[src/rtl/instruction_decode_stage_pkg.sv]
// Shared core types: funct fields, ALU operand mode and RV32I major opcodes.
// Also carries the decoded-instruction bundle passed from decoder to stage register.
package instruction_decode_stage_pkg;

  typedef logic [2:0] Funct3_t;
  typedef logic [6:0] Funct7_t;

  // Encoding 0 is REGISTER so a cleared register reads as the register-operand mode.
  typedef enum logic {
    AluRegister = 1'b0,
    AluOpImm    = 1'b1
  } ALUMode_t;

  localparam logic [6:0] OpcLui     = 7'b0110111;
  localparam logic [6:0] OpcAuipc   = 7'b0010111;
  localparam logic [6:0] OpcJal     = 7'b1101111;
  localparam logic [6:0] OpcJalr    = 7'b1100111;
  localparam logic [6:0] OpcBranch  = 7'b1100011;
  localparam logic [6:0] OpcLoad    = 7'b0000011;
  localparam logic [6:0] OpcStore   = 7'b0100011;
  localparam logic [6:0] OpcOpImm   = 7'b0010011;
  localparam logic [6:0] OpcOp      = 7'b0110011;
  localparam logic [6:0] OpcMiscMem = 7'b0001111;
  localparam logic [6:0] OpcSystem  = 7'b1110011;

  localparam Funct7_t Funct7Base = 7'b0000000;
  localparam Funct7_t Funct7Alt  = 7'b0100000;

  typedef struct packed {
    logic [6:0]  opcode;
    Funct3_t     funct3;
    Funct7_t     funct7;
    ALUMode_t    alu_mode;
    logic [4:0]  rs1;
    logic [4:0]  rs2;
    logic [4:0]  rd;
    logic [31:0] imm_i;
    logic [31:0] imm_s;
    logic [31:0] imm_b;
    logic [31:0] imm_u;
    logic [31:0] imm_j;
    logic        illegal;
  } decode_t;

endpackage

[src/rtl/instruction_decoder.sv]
// Purely combinational RV32I field extraction, immediate generation and
// illegal-encoding detection.
module instruction_decoder
  import instruction_decode_stage_pkg::*;
(
  input  logic [31:0] instruction_i,
  output decode_t     decode_o
);

  logic [6:0] opc;
  Funct3_t    f3;
  Funct7_t    f7;

  assign opc = instruction_i[6:0];
  assign f3  = instruction_i[14:12];
  assign f7  = instruction_i[31:25];

  always_comb begin
    decode_o          = '0;
    decode_o.opcode   = opc;
    decode_o.funct3   = f3;
    decode_o.funct7   = f7;
    decode_o.alu_mode = (opc == OpcOpImm) ? AluOpImm : AluRegister;
    decode_o.rs1      = instruction_i[19:15];
    decode_o.rs2      = instruction_i[24:20];
    decode_o.rd       = instruction_i[11:7];
    decode_o.imm_i    = {{20{instruction_i[31]}}, instruction_i[31:20]};
    decode_o.imm_s    = {{20{instruction_i[31]}}, instruction_i[31:25], instruction_i[11:7]};
    decode_o.imm_b    = {{19{instruction_i[31]}}, instruction_i[31], instruction_i[7],
                         instruction_i[30:25], instruction_i[11:8], 1'b0};
    decode_o.imm_u    = {instruction_i[31:12], 12'b0};
    decode_o.imm_j    = {{11{instruction_i[31]}}, instruction_i[31], instruction_i[19:12],
                         instruction_i[20], instruction_i[30:21], 1'b0};

    case (opc)
      OpcLui, OpcAuipc, OpcJal, OpcMiscMem, OpcSystem: decode_o.illegal = 1'b0;
      OpcJalr:   decode_o.illegal = (f3 != 3'b000);
      OpcBranch: decode_o.illegal = (f3 == 3'b010) || (f3 == 3'b011);
      OpcLoad:   decode_o.illegal = (f3 == 3'b011) || (f3 == 3'b110) || (f3 == 3'b111);
      OpcStore:  decode_o.illegal = (f3 >= 3'b011);
      OpcOpImm: begin
        if (f3 == 3'b001) begin
          decode_o.illegal = (f7 != Funct7Base);
        end else if (f3 == 3'b101) begin
          decode_o.illegal = (f7 != Funct7Base) && (f7 != Funct7Alt);
        end else begin
          decode_o.illegal = 1'b0;
        end
      end
      OpcOp: begin
        // Alternate funct7 only selects SUB (000) and SRA (101).
        decode_o.illegal = !((f7 == Funct7Base) ||
                             ((f7 == Funct7Alt) && ((f3 == 3'b000) || (f3 == 3'b101))));
      end
      default: decode_o.illegal = 1'b1;
    endcase
  end

endmodule

[src/rtl/instruction_decode_stage.sv]
// Decode pipeline stage: one output register behind a valid/ready handshake,
// with flush for redirects and synchronous reset.
module instruction_decode_stage
  import instruction_decode_stage_pkg::*;
(
  input  logic        clock,
  input  logic        reset,
  input  logic        flush,
  input  logic [31:0] instruction,
  input  logic [31:0] pcIn,
  input  logic        inValid,
  output logic        inReady,
  output logic        outValid,
  input  logic        outReady,
  output logic [6:0]  opcode,
  output Funct3_t     funct3,
  output Funct7_t     funct7,
  output ALUMode_t    aluMode,
  output logic [4:0]  rs1Addr,
  output logic [4:0]  rs2Addr,
  output logic [4:0]  rdAddr,
  output logic [31:0] immediateI,
  output logic [31:0] immediateS,
  output logic [31:0] immediateB,
  output logic [31:0] immediateU,
  output logic [31:0] immediateJ,
  output logic [31:0] pcOut,
  output logic        illegal
);

  decode_t     dec;
  decode_t     dec_d, dec_q;
  logic [31:0] pc_d, pc_q;
  logic        out_valid_d, out_valid_q;
  logic        accept;

  instruction_decoder u_decoder (
    .instruction_i (instruction),
    .decode_o      (dec)
  );

  assign inReady = (!out_valid_q || outReady) && !reset;
  assign accept  = inValid && inReady && !flush;

  always_comb begin
    dec_d       = dec_q;
    pc_d        = pc_q;
    out_valid_d = out_valid_q;
    if (flush) begin
      out_valid_d = 1'b0;
    end else if (accept) begin
      dec_d       = dec;
      pc_d        = pcIn;
      out_valid_d = 1'b1;
    end else if (outReady) begin
      out_valid_d = 1'b0;
    end
  end

  always_ff @(posedge clock) begin
    if (reset) begin
      dec_q       <= '0;
      pc_q        <= '0;
      out_valid_q <= 1'b0;
    end else begin
      dec_q       <= dec_d;
      pc_q        <= pc_d;
      out_valid_q <= out_valid_d;
    end
  end

  assign outValid   = out_valid_q;
  assign opcode     = dec_q.opcode;
  assign funct3     = dec_q.funct3;
  assign funct7     = dec_q.funct7;
  assign aluMode    = dec_q.alu_mode;
  assign rs1Addr    = dec_q.rs1;
  assign rs2Addr    = dec_q.rs2;
  assign rdAddr     = dec_q.rd;
  assign immediateI = dec_q.imm_i;
  assign immediateS = dec_q.imm_s;
  assign immediateB = dec_q.imm_b;
  assign immediateU = dec_q.imm_u;
  assign immediateJ = dec_q.imm_j;
  assign pcOut      = pc_q;
  assign illegal    = dec_q.illegal;

endmodule

[config.mk]
export PLATFORM = sky130hd
export DESIGN_NAME = instruction_decode_stage
export DESIGN_NICKNAME = d
export VERILOG_FILES = /design/src/rtl/instruction_decode_stage_pkg.sv /design/src/rtl/instruction_decoder.sv /design/src/rtl/instruction_decode_stage.sv
export SDC_FILE = /design/constraint.sdc
export NUM_CORES = 1
export LEC_CHECK = 0
export ABC_AREA = 1
export BUFFER_PORTS_ARGS = -buffer_cell sky130_fd_sc_hd__buf_2
export CORE_MARGIN = 2
export CORE_UTILIZATION = 40
export DETAILED_ROUTE_END_ITERATION = 6
export GPL_TIMING_DRIVEN = 0
export SLEW_MARGIN = 20
export SYNTH_ARGS = -nofsm -noshare
export SYNTH_HDL_FRONTEND = slang
export SYNTH_HIERARCHICAL = 1
export SYNTH_SLANG_ARGS = --single-unit
[constraint.sdc]
create_clock -name clock -period 1.7 [get_ports clock]
set_clock_uncertainty 0.2 [all_clocks]
set_input_delay 0.085 -clock clock [delete_from_list [all_inputs] [get_ports clock]]
set_output_delay 0.085 -clock clock [all_outputs]
set_load 0.02 [all_outputs]
==> results of run 1 <==
==> final cells by class <==
type                       count  area share
sequential                   227       0.265
multi-input combinational    977       0.250
inverter                     690       0.151
timing repair buffer         350       0.125
buffer                       316       0.123
clock buffer                  37      0.0452
tap                          442      0.0323
clock inverter                14     0.00941
antenna                        1    0.000146
==> metal layers <==
layer / vias up / GRT usage / wire (um)
li1: 6892 / - / -
met1: 5534 / 0.266 / 16900
met2: 280 / 0.374 / 17800
met3: 73 / 0.0508 / 2520
met4: 2 / 0.0684 / 1090
met5: - / 0 / 11
==> what timing repair did <==
| item | 4_1_cts | 5_1_grt |
|---|---|---|
| hold buffers | 66 | 0 |
| endpoints found under the setup margin | 218 | 209 |
| setup buffers | 0 | 2 |
| resized for setup | 15 | 49 |
| endpoints found under the hold margin | 145 | 0 |
==> cell usage after synthesis, drive strengths merged <==
| library cell | instances | area share |
|---|---|---|
| nand3 | 6 | 0.0022 |
| nor2 | 244 | 0.069 |
| buf | 283 | 0.14 |
| nor3 | 2 | 0.0011 |
| or3b | 1 | 0.00066 |
| inv | 690 | 0.19 |
| nand2 | 478 | 0.13 |
| conb | 1 | 0.00028 |
| a21oi | 4 | 0.0018 |
| dfxtp | 227 | 0.34 |
| nand4 | 226 | 0.11 |
| a21boi | 1 | 0.00056 |
| o21ai | 1 | 0.00037 |
| clkbuf | 33 | 0.0093 |
==> registers in the layout, indices dropped and copies added, names as in the netlist <==
signal and count:
rs1Addr 5, rs2Addr 5, funct7 7, opcode 7, immediateJ 32, pcOut 32
funct3 3, outValid 1, aluMode 1, immediateS 32, immediateI 32, illegal 1
immediateU 32, immediateB 32, rdAddr 5
==> power by group <==
part	leakage [nW]	switching, mW	internal [mW]
registers	1.86	0.150	5.61
logic	7.96	1.61	1.10
clock network	0.461	2.41	3.65
==> stage by stage <==
stage / util / instances / hold slack, ns
detailed placement: 0.471 / 2934 / 0.217
global placement: 0.470 / 2933 / 0.207
CTS: 0.521 / 3051 / 0.00722
global route: 0.524 / 3054 / 0.0293
finish: 0.524 / 3054 / 0.0120
floorplan: - / 2210 / 0.0469
==> kinds of logic (layout without fill, tap and decap cells) <==
kind of cell           count (synthesis)  after routing  share of synthesized area
other                                  1             15                   0.000280
AOI/OAI and AO/OA                      6              6                    0.00271
buffers and inverters               1006           1407                      0.344
and+or+nand+nor                      957            957                      0.313
DFF                                  227            227                      0.340
==> worst paths after layout <==
check	start	endpoint	slack, ns	cells past startpoint
worst max-delay path	outValid	immediateB[1]	0.08	7
worst min-delay path	flush	funct3[1]	0.01	7
worst max register to register	outValid	immediateB[1]	0.08	7
worst min register to register	immediateU[22]	immediateU[22]	0.30	4
==> tightest hold or removal path, cell delays in order <==
cell and delay, ns:
sky130_fd_sc_hd__buf_2 0.09, sky130_fd_sc_hd__nor2_2 0.05, sky130_fd_sc_hd__nand3_1 0.11, sky130_fd_sc_hd__clkbuf_4 0.24, sky130_fd_sc_hd__nand2_1 0.07, sky130_fd_sc_hd__inv_1 0.04, sky130_fd_sc_hd__nor2_1 0.03
==> report_table.html, run 1 <==
<table>
<tr><th>Metric</th><th>Value</th></tr>
<tr><th colspan="2">Status</th></tr>
<tr><td>Run status</td><td>finished clean</td></tr>
<tr><th colspan="2">Power</th></tr>
<tr><td>Static leakage</td><td>10.3 nW</td></tr>
<tr><td>Power density normalized to cell area</td><td>846 nW/um^2</td></tr>
<tr><td>Overall power consumption</td><td>14.5 mW</td></tr>
<tr><td>Max VDD drop</td><td>0.000644 V</td></tr>
<tr><th colspan="2">Setup path</th></tr>
<tr><td>Crit path buf inv count</td><td>3</td></tr>
<tr><td>Setup crit end kind</td><td>flip-flop</td></tr>
<tr><td>Worst path cell trace</td><td>nand2_1 &gt; buf_6 &gt; buf_8 &gt; clkbuf_4 &gt; nand4_1 &gt; nand2_1 &gt; nor2_1</td></tr>
<tr><td>Cell with the most instances on the worst path</td><td>sky130_fd_sc_hd__nand2_1</td></tr>
<tr><td>Sort of element at the start of the critical path</td><td>flip-flop</td></tr>
<tr><td>Critical-path top delay cell</td><td>sky130_fd_sc_hd__dfxtp_2</td></tr>
<tr><td>Maximum fanout encountered on the critical timing path</td><td>10</td></tr>
<tr><td>Start-to-end type of the worst setup path</td><td>flip-flop to flip-flop</td></tr>
<tr><td>Crit path DAT</td><td>1.86 ns</td></tr>
<tr><td>Largest stage delay on the critical path</td><td>roughly 0.35 ns</td></tr>
<tr><td>Worst path top cell family by delay</td><td>buffers and inverters</td></tr>
<tr><td>CP required</td><td>1.94 ns</td></tr>
<tr><th colspan="2">Die</th></tr>
<tr><td>Std cell rows</td><td>66</td></tr>
<tr><td>Full die area</td><td>34,900 um^2</td></tr>
<tr><td>Standard cell core area</td><td>32,700 um^2</td></tr>
<tr><td>Starting Density</td><td>0.409</td></tr>
<tr><td>Height of the chip</td><td>187 um</td></tr>
<tr><td># IOs</td><td>297</td></tr>
<tr><td>Die width</td><td>187 um</td></tr>
<tr><th colspan="2">Final layout</th></tr>
<tr><td>Relative area change from synthesis to final layout</td><td>28.2%</td></tr>
<tr><td>Fillers</td><td>approximately 3,400</td></tr>
<tr><td>Commonest non-fill, non-tap cell in the layout</td><td>sky130_fd_sc_hd__inv_1</td></tr>
<tr><td># nets final</td><td>2,659</td></tr>
<tr><td>Most frequent cells in the layout</td><td>sky130_fd_sc_hd__inv_1, sky130_fd_sc_hd__nand2_1, sky130_fd_sc_hd__buf_2</td></tr>
<tr><td>Share of cells above drive strength 1</td><td>0.233</td></tr>
<tr><td>Multi-input gate area</td><td>about 4300 um^2</td></tr>
<tr><td>Final instance area</td><td>17,100 um^2</td></tr>
<tr><td>Storage element area</td><td>4550 um^2</td></tr>
<tr><th colspan="2">Clock network</th></tr>
<tr><td>Sinks on Clock Net</td><td>227</td></tr>
<tr><td>CTS max path bufs</td><td>3</td></tr>
<tr><td>Number of buffers inserted during clock tree synthesis</td><td>28</td></tr>
<tr><td>Clock insertion delay at the later pin of the skew report</td><td>approximately 0.55 ns</td></tr>
<tr><td>CTS Root Cell</td><td>sky130_fd_sc_hd__clkbuf_16</td></tr>
<tr><td>Clock H-tree levels</td><td>1</td></tr>
<tr><td>Clock input transition at the sequential cells of the worst setup and hold paths</td><td>approximately 0.060 ns</td></tr>
<tr><td>Clock tree from TritonCTS</td><td>done</td></tr>
<tr><th colspan="2">Synthesis</th></tr>
<tr><td>Seq/Total Area, Yosys</td><td>0.340</td></tr>
<tr><td>Mean instance size in the synthesized netlist</td><td>6.09 um^2</td></tr>
<tr><td>Number of cells produced by synthesis</td><td>2,197</td></tr>
<tr><td>Synth warnings</td><td>6</td></tr>
<tr><td>Number of storage elements in the synthesis netlist</td><td>about 230</td></tr>
<tr><td>Post-Synthesis Cell Area</td><td>about 13,000 um^2</td></tr>
<tr><td>Synth cell types</td><td>22</td></tr>
<tr><th colspan="2">Placed design</th></tr>
<tr><td>Post-placement worst setup slack</td><td>-0.321 ns</td></tr>
<tr><td>Placed Instance Area</td><td>15,400 um^2</td></tr>
<tr><td>GP Congestion</td><td>0.823</td></tr>
<tr><td>Estimated wirelength of the detail-placed design</td><td>between 20,000 and 30,000 um</td></tr>
<tr><td>IO buf count</td><td>~280</td></tr>
<tr><th colspan="2">GRT</th></tr>
<tr><td>Via count of the first global-routing pass</td><td>12,300</td></tr>
<tr><td>Overall fraction of global-route tracks in use</td><td>0.216</td></tr>
<tr><td>Antenna violations before repair</td><td>2</td></tr>
<tr><td>Wire length of the first global-routing pass</td><td>62,000 um</td></tr>
<tr><td>Global-route congestion overflow total</td><td>0</td></tr>
<tr><td>Largest net degree at the start of global routing</td><td>approximately 70</td></tr>
<tr><th colspan="2">Timing</th></tr>
<tr><td>Hold Fails Final Rpt</td><td>0</td></tr>
<tr><td>Final setup violating endpoints</td><td>0</td></tr>
<tr><td>Highest clock frequency the design can meet</td><td>618 MHz</td></tr>
<tr><td>Setup TNS after final layout</td><td>0 ns</td></tr>
<tr><td>Tightest Pin Transition</td><td>a little over 0.6 ns</td></tr>
<tr><td>Final worst slack</td><td>0.0821 ns</td></tr>
<tr><td>Final clock period utilization by the worst path</td><td>0.952</td></tr>
<tr><td>Shortest period the worst path allows</td><td>1.62 ns</td></tr>
<tr><td>Normalized max-slew margin</td><td>0.593</td></tr>
<tr><td>Final Max Slew Viols</td><td>0</td></tr>
<tr><td>Unrepaired setup endpoints after global routing</td><td>yes</td></tr>
<tr><th colspan="2">Flow run</th></tr>
<tr><td>Count of max-cap constraint violations</td><td>0</td></tr>
<tr><th colspan="2">Detailed routing</th></tr>
<tr><td>Remaining antenna violation count</td><td>0</td></tr>
<tr><td>Vias</td><td>12,800</td></tr>
<tr><td>Number of search-and-repair iterations in the first detailed-routing pass</td><td>5</td></tr>
<tr><td>Remaining routing DRC violations</td><td>0</td></tr>
<tr><td>Total wire length</td><td>38,300 um</td></tr>
<tr><td>Average wire per standard cell</td><td>12.5 um</td></tr>
<tr><td>Number of vias per cell</td><td>4.19</td></tr>
<tr><td>Initial detailed-routing violation count</td><td>553</td></tr>
<tr><th colspan="2">Worst hold path</th></tr>
<tr><td>Type of the most critical hold path</td><td>primary input to flip-flop</td></tr>
</table>
Note: power is estimated with default switching activity, not from simulation.
==> run 2: changes to the inputs <==
--- a/config.mk
+++ b/config.mk
@@ -11,6 +11,7 @@
 export CORE_UTILIZATION = 40
 export DETAILED_ROUTE_END_ITERATION = 6
 export GPL_TIMING_DRIVEN = 0
+export SETUP_SLACK_MARGIN = 0.15
 export SLEW_MARGIN = 20
 export SYNTH_ARGS = -nofsm -noshare
 export SYNTH_HDL_FRONTEND = slang
==> report_table.html, run 2 (synthesis gave the netlist of run 1 again) <==
<table>
<tr><th>Metric</th><th>Value</th></tr>
<tr><th colspan="2">Status</th></tr>
<tr><td>Run status</td><td>finished with violations</td></tr>
<tr><td>Violations in the final reports</td><td>negative hold slack</td></tr>
<tr><th colspan="2">Placed design</th></tr>
<tr><td>Cells after DPL</td><td>2,934 (unchanged)</td></tr>
<tr><td>Estimated wirelength of the detail-placed design</td><td>27,000 um (unchanged)</td></tr>
<tr><td>IO buf count</td><td>281 (unchanged)</td></tr>
<tr><td>Post-placement worst setup slack</td><td>-0.321 ns (unchanged)</td></tr>
<tr><td>GP Congestion</td><td>0.823 (unchanged)</td></tr>
<tr><th colspan="2">Final layout</th></tr>
<tr><td>Most frequent cells in the layout</td><td>sky130_fd_sc_hd__inv_1, sky130_fd_sc_hd__nand2_1, sky130_fd_sc_hd__buf_2</td></tr>
<tr><td>Relative area change from synthesis to final layout</td><td>31.0%</td></tr>
<tr><td>Commonest non-fill, non-tap cell in the layout</td><td>sky130_fd_sc_hd__inv_1</td></tr>
<tr><td>Fillers</td><td>3,364 (-1.3%)</td></tr>
<tr><td># nets final</td><td>2,667 (+0.30%)</td></tr>
<tr><td>Finished Layout Cells</td><td>3,062 (+0.26%)</td></tr>
<tr><td>Share of cells above drive strength 1</td><td>0.244 (+0.0104)</td></tr>
<tr><th colspan="2">Worst hold path</th></tr>
<tr><td>Startpoint of the worst hold path</td><td>flush</td></tr>
<tr><td>Type of the most critical hold path</td><td>primary input to flip-flop</td></tr>
<tr><th colspan="2">Timing</th></tr>
<tr><td>Unrepaired setup endpoints after global routing</td><td>yes</td></tr>
<tr><td>Normalized max-slew margin</td><td>0.596 (+0.00282)</td></tr>
<tr><td>Final clock period utilization by the worst path</td><td>0.922 (-0.0295)</td></tr>
<tr><td>Final Max Slew Viols</td><td>0 (unchanged)</td></tr>
<tr><td>Shortest period the worst path allows</td><td>1.57 ns (-0.0501 ns)</td></tr>
<tr><td>Highest clock frequency the design can meet</td><td>638 MHz (+3.2%)</td></tr>
<tr><td>Hold slack final</td><td>-0.0558 ns (-0.0678 ns)</td></tr>
<tr><td>Final setup violating endpoints</td><td>0 (unchanged)</td></tr>
<tr><td>Hold Fails Final Rpt</td><td>7 (+7)</td></tr>
<tr><td>Final worst slack</td><td>0.132 ns (+0.0501 ns)</td></tr>
<tr><td>Tightest Pin Transition</td><td>0.607 ns (-0.00423 ns)</td></tr>
<tr><th colspan="2">GRT</th></tr>
<tr><td>Antenna violations before repair</td><td>3 (+1)</td></tr>
<tr><td>Wire length of the first global-routing pass</td><td>62,500 um (+0.81%)</td></tr>
<tr><td>Via count of the first global-routing pass</td><td>12,300 (+0.016%)</td></tr>
<tr><td>Global-route congestion overflow total</td><td>0 (unchanged)</td></tr>
<tr><td>Overall fraction of global-route tracks in use</td><td>0.218 (+0.00191)</td></tr>
<tr><td>Largest net degree at the start of global routing</td><td>68 (unchanged)</td></tr>
<tr><th colspan="2">Detailed routing</th></tr>
<tr><td>Total wire length</td><td>39,200 um (+2.5%)</td></tr>
<tr><td>Met1 layer wirelength in the final routing</td><td>17,300 um (+2.8%)</td></tr>
<tr><td>Met2 WL post-DR</td><td>18,000 um (+1.3%)</td></tr>
<tr><td>Met3 wire len</td><td>2770 um (+10%)</td></tr>
<tr><td>Top Metal Used</td><td>met5</td></tr>
<tr><td>Number of search-and-repair iterations in the first detailed-routing pass</td><td>6 (+1)</td></tr>
<tr><td>Remaining routing DRC violations</td><td>0 (unchanged)</td></tr>
<tr><td>Number of vias per cell</td><td>4.21 (+0.69%)</td></tr>
<tr><td>Initial detailed-routing violation count</td><td>585 (+5.8%)</td></tr>
<tr><td>Vias</td><td>12,900 (+0.95%)</td></tr>
<tr><td>Remaining antenna violation count</td><td>0 (unchanged)</td></tr>
<tr><td>Average wire per standard cell</td><td>12.8 um (+2.2%)</td></tr>
<tr><th colspan="2">Clock network</th></tr>
<tr><td>Clock tree from TritonCTS</td><td>done</td></tr>
<tr><td>Number of buffers inserted during clock tree synthesis</td><td>28 (unchanged)</td></tr>
<tr><td>Sinks on Clock Net</td><td>227 (unchanged)</td></tr>
<tr><td>Buffers inserted by post-CTS timing repair</td><td>0 (unchanged)</td></tr>
<tr><td>Clock input transition at the sequential cells of the worst setup and hold paths</td><td>0.06 ns (about the same)</td></tr>
<tr><td>Clock H-tree levels</td><td>1 (unchanged)</td></tr>
<tr><td>CTS Root Cell</td><td>sky130_fd_sc_hd__clkbuf_16</td></tr>
<tr><td>Clock insertion delay at the later pin of the skew report</td><td>0.55 ns (about the same)</td></tr>
<tr><td>CTS max path bufs</td><td>3 (unchanged)</td></tr>
<tr><th colspan="2">Setup path</th></tr>
<tr><td>Critical-path top delay cell</td><td>sky130_fd_sc_hd__dlygate4sd3_1</td></tr>
<tr><td>Worst path cell trace</td><td>dlygate4sd3_1 &gt; buf_4 &gt; nor2_1 &gt; nand2_1 &gt; or3b_1 &gt; nand2_1 &gt; nand2_1 &gt; inv_1 &gt; nand4_1 &gt; nand2_1 &gt; nor2_1</td></tr>
<tr><td>Worst path top cell family by delay</td><td>simple AND/OR/NAND/NOR gates</td></tr>
<tr><td>Sort of element at the start of the critical path</td><td>primary input</td></tr>
<tr><td>Largest stage delay on the critical path</td><td>0.54 ns (+0.19 ns)</td></tr>
<tr><td>Launching element of the worst setup path</td><td>instruction[26]</td></tr>
<tr><td>Reg-to-reg critical path startpoint</td><td>outValid</td></tr>
<tr><td>Crit path buf inv count</td><td>3 (unchanged)</td></tr>
<tr><td>Maximum fanout encountered on the critical timing path</td><td>7 (-3)</td></tr>
<tr><td>Flop-to-flop setup slack</td><td>0.17 ns (+0.09 ns)</td></tr>
<tr><td>CP required</td><td>1.94 ns (about the same)</td></tr>
<tr><td>Setup crit end kind</td><td>flip-flop</td></tr>
<tr><td>Start-to-end type of the worst setup path</td><td>primary input to flip-flop</td></tr>
<tr><td>Cell with the most instances on the worst path</td><td>sky130_fd_sc_hd__nand2_1</td></tr>
<tr><td>Crit path DAT</td><td>1.81 ns (-0.05 ns)</td></tr>
<tr><th colspan="2">Die</th></tr>
<tr><td>Full die area</td><td>34,900 um^2 (unchanged)</td></tr>
<tr><td>Standard cell core area</td><td>32,700 um^2 (unchanged)</td></tr>
<tr><td># IOs</td><td>297 (unchanged)</td></tr>
<tr><td>Std cell rows</td><td>66 (unchanged)</td></tr>
<tr><td>Height of the chip</td><td>187 um (unchanged)</td></tr>
<tr><td>Starting Density</td><td>0.409 (unchanged)</td></tr>
<tr><td>Die width</td><td>187 um (unchanged)</td></tr>
<tr><th colspan="2">Power</th></tr>
<tr><td>Max VDD drop</td><td>0.000650 V (+0.93%)</td></tr>
<tr><td>Static leakage</td><td>10.5 nW (+1.7%)</td></tr>
<tr><td>Power density normalized to cell area</td><td>834 nW/um^2 (-1.5%)</td></tr>
<tr><td>Overall power consumption</td><td>14.6 mW (+0.65%)</td></tr>
<tr><th colspan="2">Flow run</th></tr>
<tr><td>Count of max-cap constraint violations</td><td>0 (unchanged)</td></tr>
</table>
run 2: changes by cell type in the layout (fill, tap and decap cells not counted), sizes merged:
| cell | before | now |
|---|---|---|
| dlymetal6s4s | 0 | 1 |
| clkbuf | 79 | 83 |
| buf | 558 | 562 |
| dlygate4sd3 | 66 | 65 |
run 2: cell type report:
class	count	area, um^2	share of cell area
sequential	227	4550	0.260
multi-input combinational	977	4350	0.248
inverter	690	2590	0.148
timing repair buffer	358	2320	0.132
buffer	316	2220	0.127
clock buffer	37	774	0.0442
tap	442	553	0.0316
clock inverter	14	161	0.00921
antenna	1	2.50	0.000143
run 2: per-layer routing:
| metal | vias up | track usage |
|---|---|---|
| li1 | 6912 | - |
| met4 | 2 | 0.0656 |
| met2 | 332 | 0.376 |
| met1 | 5584 | 0.271 |
| met5 | - | 0 |
| met3 | 73 | 0.0510 |
run 2: final timing paths:
kind         depth (start not counted)             end
max reg2reg                          8  immediateB[27]
min reg2reg                          4  immediateU[22]
max                                 11         illegal
min                                  6       funct3[1]
run 2: timing repair:
action | CTS | global route
endpoints found under the hold margin | 145 | 0
hold buffers | 67 | 0
cloned | 2 | 8
pin swaps | 0 | 24
setup endpoints to repair | 221 | 194
gates resized for setup | 47 | 70
run 2: per-stage QoR:
| stage | hold WS [ns] | util | area (um^2) | TNS, ns |
|---|---|---|---|---|
| after global placement | 0.207 | 0.470 | 15400 | -45.19 |
| after floorplan | 0.0469 | - | 13400 | 0 |
| after global routing | 0.00797 | 0.536 | 17500 | 0 |
| after detailed placement | 0.217 | 0.471 | 15400 | -38.59 |
| final | -0.0558 | 0.536 | 17500 | 0 |
| after CTS | 0.00680 | 0.524 | 17100 | 0 |
run 2: where the power goes:
| group | leakage, nW | switching (mW) | internal [mW] |
|---|---|---|---|
| clock network | 0.461 | 2.42 | 3.65 |
| logic | 8.14 | 1.64 | 1.14 |
| registers | 1.86 | 0.151 | 5.61 |
| total | 10.5 | 4.21 | 10.4 |
run 2: worst min-delay path, delay by kind of cell:
family                 cells  cell delay, ns
AND/OR/NAND/NOR            4            0.27
buffers and inverters      2            0.30
==> run 3: changes to the inputs <==
==> constraint.sdc (replaced) <==
create_clock -name clock -period 1.8 [get_ports clock]
set_clock_uncertainty 0.2 [all_clocks]
set_input_delay 0.09 -clock clock [delete_from_list [all_inputs] [get_ports clock]]
set_output_delay 0.09 -clock clock [all_outputs]
set_load 0.02 [all_outputs]
==> report_table.html, run 3 (synthesis gave the netlist of run 1 again) <==
<table>
<tr><th>Metric</th><th>Value</th></tr>
<tr><th colspan="2">Status</th></tr>
<tr><td>Run status</td><td>finished clean</td></tr>
<tr><th colspan="2">Setup path</th></tr>
<tr><td>Critical-path top delay cell</td><td>sky130_fd_sc_hd__dfxtp_4</td></tr>
<tr><td>Crit path DAT</td><td>1.84 ns (+0.03 ns)</td></tr>
<tr><td>Largest stage delay on the critical path</td><td>0.37 ns (-0.17 ns)</td></tr>
<tr><td>Setup crit end kind</td><td>flip-flop</td></tr>
<tr><td>Worst path cell trace</td><td>nand2_2 &gt; nand3_2 &gt; buf_6 &gt; buf_8 &gt; buf_4 &gt; nand2_1 &gt; inv_1 &gt; nor2_1</td></tr>
<tr><td>CP required</td><td>2.08 ns (+0.14 ns)</td></tr>
<tr><td>Maximum fanout encountered on the critical timing path</td><td>10 (+3)</td></tr>
<tr><td>Start-to-end type of the worst setup path</td><td>flip-flop to flip-flop</td></tr>
<tr><td>Sort of element at the start of the critical path</td><td>flip-flop</td></tr>
<tr><th colspan="2">Detailed routing</th></tr>
<tr><td>Initial detailed-routing violation count</td><td>533 (-8.9%)</td></tr>
<tr><td>Average wire per standard cell</td><td>12.5 um (-2.1%)</td></tr>
<tr><td>Total wire length</td><td>38,500 um (-2.0%)</td></tr>
<tr><td>Vias</td><td>12,800 (-0.73%)</td></tr>
<tr><td>Remaining antenna violation count</td><td>0 (unchanged)</td></tr>
<tr><td>Remaining routing DRC violations</td><td>0 (unchanged)</td></tr>
<tr><td>Number of vias per cell</td><td>4.18 (-0.86%)</td></tr>
<tr><td>Number of search-and-repair iterations in the first detailed-routing pass</td><td>5 (-1)</td></tr>
<tr><th colspan="2">Placed design</th></tr>
<tr><td>IO buf count</td><td>281 (unchanged)</td></tr>
<tr><td>Estimated wirelength of the detail-placed design</td><td>27,000 um (unchanged)</td></tr>
<tr><td>Cells after DPL</td><td>2,934 (unchanged)</td></tr>
<tr><td>GP Congestion</td><td>0.823 (unchanged)</td></tr>
<tr><td>Post-placement worst setup slack</td><td>-0.221 ns (+0.100 ns)</td></tr>
<tr><th colspan="2">Clock network</th></tr>
<tr><td>Clock insertion delay at the later pin of the skew report</td><td>0.55 ns (about the same)</td></tr>
<tr><td>Sinks on Clock Net</td><td>227 (unchanged)</td></tr>
<tr><td>Number of buffers inserted during clock tree synthesis</td><td>28 (unchanged)</td></tr>
<tr><td>Clock tree from TritonCTS</td><td>done</td></tr>
<tr><td>CTS max path bufs</td><td>3 (unchanged)</td></tr>
<tr><td>CTS Root Cell</td><td>sky130_fd_sc_hd__clkbuf_16</td></tr>
<tr><td>Clock input transition at the sequential cells of the worst setup and hold paths</td><td>0.06 ns (about the same)</td></tr>
<tr><td>Clock H-tree levels</td><td>1 (unchanged)</td></tr>
<tr><th colspan="2">Timing</th></tr>
<tr><td>Setup TNS after final layout</td><td>0 ns (unchanged)</td></tr>
<tr><td>Final setup violating endpoints</td><td>0 (unchanged)</td></tr>
<tr><td>Final Max Slew Viols</td><td>0 (unchanged)</td></tr>
<tr><td>Unrepaired setup endpoints after global routing</td><td>no</td></tr>
<tr><td>Final worst slack</td><td>0.236 ns (+0.104 ns)</td></tr>
<tr><td>Shortest period the worst path allows</td><td>1.56 ns</td></tr>
<tr><td>Highest clock frequency the design can meet</td><td>~640 MHz</td></tr>
<tr><td>Tightest Pin Transition</td><td>0.589 ns (-0.0179 ns)</td></tr>
<tr><td>Hold slack final</td><td>0.0381 ns (+0.0940 ns)</td></tr>
<tr><td>Hold Fails Final Rpt</td><td>0 (-7)</td></tr>
<tr><td>Normalized max-slew margin</td><td>0.608 (+0.0119)</td></tr>
<tr><td>Final clock period utilization by the worst path</td><td>0.869</td></tr>
<tr><th colspan="2">Power</th></tr>
<tr><td>Power density normalized to cell area</td><td>795 nW/um^2 (-4.7%)</td></tr>
<tr><td>Static leakage</td><td>10.3 nW (-1.1%)</td></tr>
<tr><td>Max VDD drop</td><td>0.000610 V (-6.2%)</td></tr>
<tr><th colspan="2">GRT</th></tr>
<tr><td>Global-route congestion overflow total</td><td>0 (unchanged)</td></tr>
<tr><td>Wire length of the first global-routing pass</td><td>62,100 um (-0.66%)</td></tr>
<tr><td>Via count of the first global-routing pass</td><td>12,300 (+0.20%)</td></tr>
<tr><td>Overall fraction of global-route tracks in use</td><td>0.216 (-0.00179)</td></tr>
<tr><td>Largest net degree at the start of global routing</td><td>68 (unchanged)</td></tr>
<tr><td>Antenna violations before repair</td><td>2 (-1)</td></tr>
<tr><th colspan="2">Die</th></tr>
<tr><td>Full die area</td><td>34,900 um^2 (unchanged)</td></tr>
<tr><td>Std cell rows</td><td>66 (unchanged)</td></tr>
<tr><td># IOs</td><td>297 (unchanged)</td></tr>
<tr><td>Standard cell core area</td><td>32,700 um^2 (unchanged)</td></tr>
<tr><td>Height of the chip</td><td>187 um (unchanged)</td></tr>
<tr><td>Starting Density</td><td>0.409 (unchanged)</td></tr>
<tr><td>Die width</td><td>187 um (unchanged)</td></tr>
<tr><th colspan="2">Worst hold path</th></tr>
<tr><td>Type of the most critical hold path</td><td>primary input to flip-flop</td></tr>
<tr><th colspan="2">Flow run</th></tr>
<tr><td>Count of max-cap constraint violations</td><td>0 (unchanged)</td></tr>
<tr><th colspan="2">Final layout</th></tr>
<tr><td>Finished Layout Cells</td><td>3,066 (+0.13%)</td></tr>
<tr><td># nets final</td><td>2,671 (+0.15%)</td></tr>
<tr><td>Share of cells above drive strength 1</td><td>0.238 (-0.00609)</td></tr>
<tr><td>Commonest non-fill, non-tap cell in the layout</td><td>sky130_fd_sc_hd__inv_1</td></tr>
<tr><td>Relative area change from synthesis to final layout</td><td>29.2%</td></tr>
<tr><td>Most frequent cells in the layout</td><td>sky130_fd_sc_hd__inv_1, sky130_fd_sc_hd__nand2_1, sky130_fd_sc_hd__buf_2</td></tr>
</table>
-- run 3: cell count changes in the layout (fill, tap and decap cells not counted), moves of 6 or more --
cell / delta
sky130_fd_sc_hd__buf_2: +8
sky130_fd_sc_hd__nand2_2: -12
sky130_fd_sc_hd__clkbuf_16: -7
sky130_fd_sc_hd__buf_6: -6
sky130_fd_sc_hd__nand2_1: +13
sky130_fd_sc_hd__buf_4: +20
-- run 3: repair_timing --
| item | 4_1_cts | 5_1_grt |
|---|---|---|
| endpoints found under the hold margin | 144 | 0 |
| buffers inserted | 0 | 12 |
| gates cloned | 0 | 1 |
| gates resized for setup | 31 | 40 |
| pin swaps | 0 | 3 |
| hold buffers | 67 | 0 |
| setup endpoints to repair | 220 | 171 |
-- run 3: final cells by class --
cell class / count / area (um^2)
tap: 442 / 553
inverter: 690 / 2590
sequential: 227 / 4550
timing repair buffer: 362 / 2240
antenna: 1 / 2.50
multi-input combinational: 977 / 4290
clock buffer: 37 / 774
buffer: 316 / 2110
fill: 3395 / 15400
clock inverter: 14 / 161
-- run 3: path summary, 6_finish.rpt --
kind,slack [ns],startpoint,to,depth (start not counted)
worst max-delay path,0.24,outValid,immediateB[4],8
worst min-delay path,0.04,flush,outValid,5
worst max register to register,0.24,outValid,immediateB[4],8
worst min register to register,0.30,immediateU[22],immediateU[22],4
-- run 3: metrics by stage --
step / power, mW / util / instance area, um^2
2_1_floorplan: 7.22 / - / 13400
3_3_place_gp: 7.91 / 0.470 / 15400
3_5_place_dp: 7.94 / 0.471 / 15400
4_1_cts: 13.9 / 0.522 / 17100
5_1_grt: 14.4 / 0.528 / 17300
6_report: 13.7 / 0.528 / 17300
-- run 3: power breakdown --
group | switching [mW] | internal (mW)
clock | 2.27 | 3.44
combinational | 1.52 | 1.05
sequential | 0.142 | 5.30
total | 3.93 | 9.79
-- run 3: routing by layer --
layer	global-route usage	up-vias	wire, um
met5	0	-	11
met4	0.0684	2	1090
met3	0.0508	73	2580
met2	0.376	290	17800
met1	0.264	5527	17000
li1	-	6917	-
-- run 3: critical path, delay by kind of cell (launching register included) --
kind | cells | cell delay (ns)
AND/OR/NAND/NOR | 4 | 0.40
buffers and inverters | 4 | 0.51
flip-flops | 1 | 0.37
